[src/rtl/instr_fetch_unit.sv]
// RV32I fetch stage: owns the PC, issues one imem request at a time and holds the returned word for decode.
// Optional build macro PC_ALIGN_CHECK_EN adds a sticky misaligned-target flag and a HALT state.
module instr_fetch_unit #(
  parameter logic [31:0] RESET_PC  = 32'h0000_0000,
  parameter logic [31:0] NOP_INSTR = 32'h0000_0013
) (
  input  logic        clk,
  input  logic        rst_n,
  output logic        imem_req_valid,
  input  logic        imem_req_ready,
  output logic [31:0] imem_addr,
  input  logic        imem_rsp_valid,
  input  logic [31:0] imem_rsp_data,
  output logic        instr_valid,
  input  logic        instr_ready,
  output logic [31:0] instr,
  output logic [31:0] pc,
  output logic [6:0]  opcode,
  output logic [2:0]  fun3,
  output logic        func7,
  input  logic [1:0]  N_PC,
  input  logic        branch_taken,
  input  logic [31:0] jump_target,
  output logic        pc_misaligned
);

`ifdef PC_ALIGN_CHECK_EN
  typedef enum logic [2:0] {S_IDLE, S_REQ, S_WAIT, S_ISSUE, S_HALT} state_t;
`else
  typedef enum logic [2:0] {S_IDLE, S_REQ, S_WAIT, S_ISSUE} state_t;
`endif

  state_t      state, state_nxt;
  logic        idle_done;
  logic [31:0] pc_q, instr_q;
  logic [31:0] pc_plus4, pc_sel;
  logic        accept;

  assign pc_plus4 = pc_q + 32'd4;
  assign accept   = (state == S_ISSUE) && instr_ready;

  always_comb begin
    pc_sel = pc_plus4;
    case (N_PC)
      2'b00:   pc_sel = pc_plus4;
      2'b01:   pc_sel = jump_target;
      2'b10:   pc_sel = branch_taken ? jump_target : pc_plus4;
      2'b11:   pc_sel = {jump_target[31:1], 1'b0};
      default: pc_sel = pc_plus4;
    endcase
  end

`ifdef PC_ALIGN_CHECK_EN
  logic target_bad;
  logic misaligned_q;
  assign target_bad    = |pc_sel[1:0];
  assign pc_misaligned = misaligned_q;
`else
  assign pc_misaligned = 1'b0;
`endif

  always_comb begin
    state_nxt = state;
    case (state)
      S_IDLE:  if (idle_done) state_nxt = S_REQ;
      S_REQ:   if (imem_req_ready) state_nxt = S_WAIT;
      S_WAIT:  if (imem_rsp_valid) state_nxt = S_ISSUE;
`ifdef PC_ALIGN_CHECK_EN
      S_ISSUE: if (instr_ready) state_nxt = target_bad ? S_HALT : S_REQ;
      S_HALT:  state_nxt = S_HALT;
`else
      S_ISSUE: if (instr_ready) state_nxt = S_REQ;
`endif
      default: state_nxt = S_IDLE;
    endcase
  end

  // idle_done gives IDLE one full cycle after release before the first request
  always_ff @(posedge clk or negedge rst_n) begin
    if (!rst_n) begin
      state     <= S_IDLE;
      idle_done <= 1'b0;
    end else begin
      state     <= state_nxt;
      idle_done <= (state == S_IDLE);
    end
  end

  // instr returns to NOP as soon as the core accepts it
  always_ff @(posedge clk or negedge rst_n) begin
    if (!rst_n) begin
      pc_q    <= RESET_PC;
      instr_q <= NOP_INSTR;
    end else begin
      if ((state == S_WAIT) && imem_rsp_valid) instr_q <= imem_rsp_data;
      if (accept) begin
        instr_q <= NOP_INSTR;
        pc_q    <= pc_sel;
      end
    end
  end

`ifdef PC_ALIGN_CHECK_EN
  always_ff @(posedge clk or negedge rst_n) begin
    if (!rst_n)                   misaligned_q <= 1'b0;
    else if (accept && target_bad) misaligned_q <= 1'b1;
  end
`endif

  assign imem_req_valid = (state == S_REQ);
  assign imem_addr      = pc_q;
  assign instr_valid    = (state == S_ISSUE);
  assign instr          = instr_q;
  assign pc             = pc_q;
  assign opcode         = instr_q[6:0];
  assign fun3           = instr_q[14:12];
  assign func7          = instr_q[30];

endmodule
[config.mk]
export PLATFORM = sky130hd
export DESIGN_NAME = instr_fetch_unit
export DESIGN_NICKNAME = d
export VERILOG_FILES = /design/src/rtl/instr_fetch_unit.sv
export SDC_FILE = /design/constraint.sdc
export NUM_CORES = 1
export LEC_CHECK = 0
export ABC_AREA = 0
export CORE_UTILIZATION = 44
export CTS_CLUSTER_DIAMETER = 120
export CTS_CLUSTER_SIZE = 16
export DETAILED_ROUTE_END_ITERATION = 8
export GPL_ROUTABILITY_DRIVEN = 0
export PLACE_DENSITY = 0.89
export SETUP_SLACK_MARGIN = 0.4
export SYNTH_ARGS = -nofsm -noshare
export SYNTH_HDL_FRONTEND = slang
export SYNTH_SLANG_ARGS = --single-unit
export TNS_END_PERCENT = 10
[constraint.sdc]
create_clock -name clk -period 3.39 [get_ports clk]
set_input_delay 0.5085 -clock clk [delete_from_list [all_inputs] [get_ports clk]]
set_output_delay 0.5085 -clock clk [all_outputs]
set_load 0.05 [all_outputs]
After elaboration in Yosys (flattened, before gate mapping):

Cells that the tools add are included.
Widths: inputs -> output; s select.

* add/subtract/negate cells: 1
* equality and inequality tests: 10
* multiplexer cells: 9
* reductions and logical operators: 6

Operators by type and width (count)
* $pmux 32 s4: 1
* $mux 32: 3
* $add 32x3->32 const B: 1
* $mux 3: 4
* $pmux 3 s4: 1
* $eq 3x2->1 const B: 2
* $eq 2x2->1 const B: 2
* $ne 2x1->1 const B: 2
* $ne 2x2->1 const B: 2
* $reduce_and 4->1: 1
* $eq 3x1->1 const B: 1
* $logic_not 3->1: 1
* $eq 2x1->1 const B: 1
* $logic_and 1x1->1: 2
* $logic_not 2->1: 1
* $reduce_bool 2->1: 1

* flip-flop bits (word level): 68
* bits of input ports: 72
* output and inout bits: 110
* logic and storage cells: 30

Logic depth before layout (Yosys ltp):

* depth after elaboration: 4
* mapped depth: 8

Least setup slack after synthesis:

Ideal clock, no wire load.

* path kind: reg-to-reg
* start: register pc_q[11] (netlist: imem_addr[11])
* end: register pc_q[23] (netlist: imem_addr[23])
* library setup time: 0.121 ns
* data arrival time: 2.044 ns
* data required time: 3.269 ns
* path slack: 1.225 ns
* cell stages (with the launch flop): 6
* path buffers: 0
* path through: dfrtp_1 > and4_4 > nand4_4 > or4_4 > o21a_1 > o22a_1

* word-level cells in the longest chain between the ends: 3

Ends and longest elaborated chain
* from (decl): RTL line 35 `logic [31:0] pc_q, instr_q;`
* from (signal assigned): RTL line 98 `pc_q <= pc_sel;`
* $add 32x3->32 *: RTL line 39 `assign pc_plus4 = pc_q + 32'd4;`
* $mux 32: RTL line 47 `2'b10: pc_sel = branch_taken ? jump_target : pc_plus4;`
* $pmux 32 s4 *: RTL line 44 `case (N_PC)`

Mark *: on every way between the ends. The rest lies on a longest branch, timed or not.
A chain may end at the register's enable or synchronous reset.

Worst setup path in the final report:

* start: register pc_q[6] (netlist: imem_addr[6])
* end: register pc_q[23] (netlist: imem_addr[23])

Same word-level chain as after synthesis.

==> flow_results.org <==
** Die
- In this run the count of I/O pins placed on the die edge is roughly 180.
- The region available for standard cell placement spans 7890 um2.
- In this run the horizontal extent of the chip is about 93 um.
- The die covers a little under 9000 um2.
- Die height :: 93.1 um
- The initial utilization of the core area, before any placement, comes to 46.3%.
- In this run the core area contains 32 standard-cell rows.

** Pwr
- The internal portion of the total power is approximately 2.7 mW.
- Leakage component of the power :: around 2.2 nW
- Sequential cells burn between 20% and 30% of the power.
- The clock network burns around a tenth of the power.
- In this run the power spent charging and discharging nets is about 3.4 mW.
- The share of total power dissipated in combinational logic is a little under two thirds.
- Share of total power consumed by net switching :: 55.1%
- Power density of the placed cells :: about 1100 nW/um2
- Maximum vdd drop :: 591 uV

** Global routing
- Summed over all layers, the global routing overflow is 0.
- First-pass GRT wire length :: between 15 and 20 mm
- Entering global routing, the biggest net connects 53 pins.
- Number of global-route vias before repair :: approximately 3400
- The initial antenna violation count is 0.
- Global routing used between 20 and 30% of the available tracks.

** CTS
- Number of buffers on the longest clock path :: 2
- The clock tree synthesis step divided the H-tree into 3 levels.
- Total clock sinks :: 67
- Clock-pin slew reported for the worst setup and hold paths after clock tree synthesis :: about 0.080 ns
- Clock tree from TritonCTS :: done
- CTS placed an instance of sky130_fd_sc_hd__clkbuf_8 at the clock tree root.
- CTS Hold Bufs :: 0
- Source-to-sink clock delay at the later pin of the worst-skew pair :: about 0.34 ns
- The number of setup buffers added after CTS is 0.
- In this run, CTS created clock tree buffers numbering 9.
- Resized Gates After CTS :: 0

** STA
- Static timing analysis puts the maximum clock frequency at between 400 and 500 MHz.
- The number of pins exceeding their max-slew limit in the final report is 0.
- Across all hold checks on the routed design, the worst slack comes to between 0.08 and 0.09 ns.
- Setup repair after global routing left no endpoint under its margin.
- Max_slew headroom :: ~16%
- For the final database, setup skew stands at roughly 0.013 ns.
- The count of endpoints failing hold in the final timing report was 0.
- Endpoints failing setup :: 0
- Of the available clock period, the critical path in the final layout requires 71.6%.
- Worst slew pin tran :: between 1 and 1.5 ns
- The worst path needs approximately 2.4 ns of the cycle, external delays included.
- In the final timing run, aggregate negative setup slack is 0 ns.

** Run status
- The flow ran to the end, and the final reports show no timing, DRC or antenna violations.

** Drt
- For this run, the detailed router's first-pass iteration total came to 6.
- After detailed routing, the average wire length per cell comes to ~18 um.
- In the routed layout, each cell is associated on average with a via count of about 5.8.
- After detailed routing, the number of remaining DRC violations is 0.
- The count of nets left with antenna violations once routing finished came out at 0.
- The detailed router finished its first iteration with between 200 and 250 violations.
- Via total after detailed routing :: roughly 3600
- The final layout contains routed wiring with a total length of 10.9 mm.

** Setup path
- Data on the critical path arrives at its endpoint at 2.71 ns.
- The critical path is of the flip-flop to flip-flop type.
- Walking the worst path, the cells encountered are and4_1, nand4_1, or4_1, a21oi_1, o22a_1.
- Worst-case register-to-register setup slack :: 0.96 ns
- Buffering stage count on the worst path with inverters included :: 0
- In this run the critical register-to-register path is launched from imem_addr[6].
- The worst register-to-register path has a depth of 5.
- Slowest Stage Delay on Critical Path :: around 0.64 ns
- Slowest cell on the critical path :: sky130_fd_sc_hd__or4_1
- CP Launch Type :: flip-flop
- The endpoint identified for the worst register-to-register timing path is imem_addr[23].
- In this run the worst path has a maximum fanout of 11.
- STA classifies the critical path endpoint as a flip-flop.
- Data on the critical path is required at its endpoint by between 3 and 4 ns.
- Top cell family by delay on the critical path :: simple AND/OR/NAND/NOR gates

** Synthesis
- Leading area contributor after synthesis :: sky130_fd_sc_hd__dfrtp_1
- Combined area of all synthesized cells :: roughly 3700 um2
- In this run, synthesis inferred 0 flip-flops with an integrated enable.
- In the synthesized netlist, the number of instances is ~390.
- For this run, the number of Yosys warnings is 0.
- After synthesis, the netlist uses 46 different library cells.
- Counting every net in the synthesized netlist gives roughly 460.
- Post-Synthesis Mean Instance Area :: 9.49 um2
- Counting flops and latches in the post-synthesis netlist gives 67.
- Area share of the largest cell type after synthesis :: a little over two fifths
- Async SR Flop Fraction :: between 90% and 100%
- By area the synthesized netlist is led by sky130_fd_sc_hd__dfrtp_1 44%, sky130_fd_sc_hd__buf_4 9.4%, sky130_fd_sc_hd__a22o_1 6.9%.
- Among all flip-flop cells after synthesis, the most frequent one is sky130_fd_sc_hd__dfrtp_1.
- Register area share after synthesis :: 46.0%

** Cells and area
- Synthesis-to-layout area growth :: 48.0%
- Antenna Cells :: 0
- The net count of the finished layout is 593.
- Cells with a size suffix above 1 make up 7.31% of the layout.

** Place
- Once detailed placement completed, the half-perimeter wirelength came to around 7.8 mm.
- The count of buffers added on input and output ports is 180.

** Hold path
- Hold Path Class :: input port to asynchronous set/reset pin

** Job
- The tool flagged a number of max-cap violations equal to 0.
[worst reg2reg max path: stages, from the launching register on]
cell and delay, ns:
sky130_fd_sc_hd__dfrtp_1 0.53, sky130_fd_sc_hd__and4_1 0.42, sky130_fd_sc_hd__nand4_1 0.46, sky130_fd_sc_hd__or4_1 0.64
sky130_fd_sc_hd__a21oi_1 0.18, sky130_fd_sc_hd__o22a_1 0.14
[kinds of logic after synthesis]
kind of cell             share of synthesized area (%)
AO/OA/AOI/OAI                                     24.1
adder cells (fa/ha/maj)                           2.05
buffers and inverters                             12.8
flip-flops                                        46.0
multiplexers                                     0.582
other                                            0.103
AND/OR/NAND/NOR                                   14.4
[state kept, by name (all words and copies together) (netlist names)]
name	cells
idle_done	1
imem_addr	32
instr	32
state	2
[stage by stage]
stage | util, % | cells | setup slack, ns | power [mW] | area [um2]
finish | 68.6 | 622 | 0.964 | 6.12 | 5410
floorplan | - | 385 | 1.22 | 4.38 | 3650
detailed placement | 66.2 | 606 | 0.955 | 5.47 | 5220
global route | 68.6 | 622 | 0.785 | 6.37 | 5410
global placement | 66.2 | 606 | 1.05 | 5.40 | 5220
CTS | 68.6 | 622 | 0.955 | 6.13 | 5410
[synthesized netlist by cell type, types with 6 or more instances]
cell type / number
sky130_fd_sc_hd__buf_4: 46
sky130_fd_sc_hd__nand2_1: 29
sky130_fd_sc_hd__clkbuf_1: 20
sky130_fd_sc_hd__nor3_1: 7
sky130_fd_sc_hd__a21oi_1: 41
sky130_fd_sc_hd__a22o_1: 29
sky130_fd_sc_hd__ha_1: 6
sky130_fd_sc_hd__dfrtp_1: 64
sky130_fd_sc_hd__nand3_1: 19
sky130_fd_sc_hd__o21ai_0: 20
sky130_fd_sc_hd__nor2_1: 19
sky130_fd_sc_hd__inv_1: 9
[placed cells by master (no fill, tap or decap), types with 2 or more instances in the layout]
cell / instances
sky130_fd_sc_hd__a31oi_1: 3
sky130_fd_sc_hd__o41ai_1: 2
sky130_fd_sc_hd__o31ai_1: 3
sky130_fd_sc_hd__a21oi_1: 39
sky130_fd_sc_hd__clkbuf_1: 2
sky130_fd_sc_hd__and2_1: 2
sky130_fd_sc_hd__inv_1: 9
sky130_fd_sc_hd__and4_1: 5
sky130_fd_sc_hd__and3_1: 5
sky130_fd_sc_hd__o32ai_1: 5
sky130_fd_sc_hd__a22o_1: 29
sky130_fd_sc_hd__clkdlybuf4s50_1: 179
sky130_fd_sc_hd__ha_1: 6
sky130_fd_sc_hd__dfrtp_1: 64
sky130_fd_sc_hd__a2bb2oi_1: 4
sky130_fd_sc_hd__nand4_1: 5
sky130_fd_sc_hd__nor3_1: 7
sky130_fd_sc_hd__nor4_1: 2
sky130_fd_sc_hd__nor2_1: 18
sky130_fd_sc_hd__o22ai_1: 5
sky130_fd_sc_hd__o22a_1: 5
sky130_fd_sc_hd__nand2_1: 29
sky130_fd_sc_hd__a311oi_1: 4
sky130_fd_sc_hd__dfstp_2: 3
sky130_fd_sc_hd__a31o_2: 2
sky130_fd_sc_hd__clkinvlp_4: 2
sky130_fd_sc_hd__o21ai_0: 20
sky130_fd_sc_hd__buf_4: 8
sky130_fd_sc_hd__clkbuf_8: 9
sky130_fd_sc_hd__clkinv_2: 2
sky130_fd_sc_hd__nand3_1: 19
sky130_fd_sc_hd__a21o_1: 2
[power groups by stage]
stage                     combinational, mW  sequential, mW  clock, mW
after floorplan                        1.93            2.45          0
after global placement                 3.86            1.53          0
after detailed placement               3.92            1.55          0
after CTS                              3.93            1.55      0.656
after global routing                   4.08            1.60      0.689
final                                  3.91            1.56      0.653
[final cells by class]
cell class / instances / area (um2)
clock inverters: 5 / 55.1
multi-input cells: 240 / 1520
well taps: 102 / 128
clock buffers: 11 / 131
fillers: 594 / 2480
inverters: 9 / 33.8
repair buffers: 188 / 1860
flip-flops and latches: 67 / 1680
[metal layers]
metal / up-vias / share of wire (%) / global-route usage, %
met5: - / 0 / 0
met4: 0 / 2.8 / 11.3
met3: 26 / 10 / 5.61
met2: 280 / 47 / 40.9
met1: 1694 / 40 / 32.5
li1: 1632 / - / -
[how the worst max path moves through the flow]
stage	end	from	slack (ns)	cells after the start
final	imem_addr[23]	imem_addr[6]	0.96	5
after global routing	imem_addr[23]	imem_addr[6]	0.79	5
after CTS	imem_req_valid	state[1]	0.96	3
after detailed placement	instr[30]	instr_ready	0.95	4
after global placement	imem_addr[21]	N_PC[1]	1.05	6
after floorplan	imem_addr[23]	imem_addr[11]	1.22	5
(Power assumes the default switching activity.)
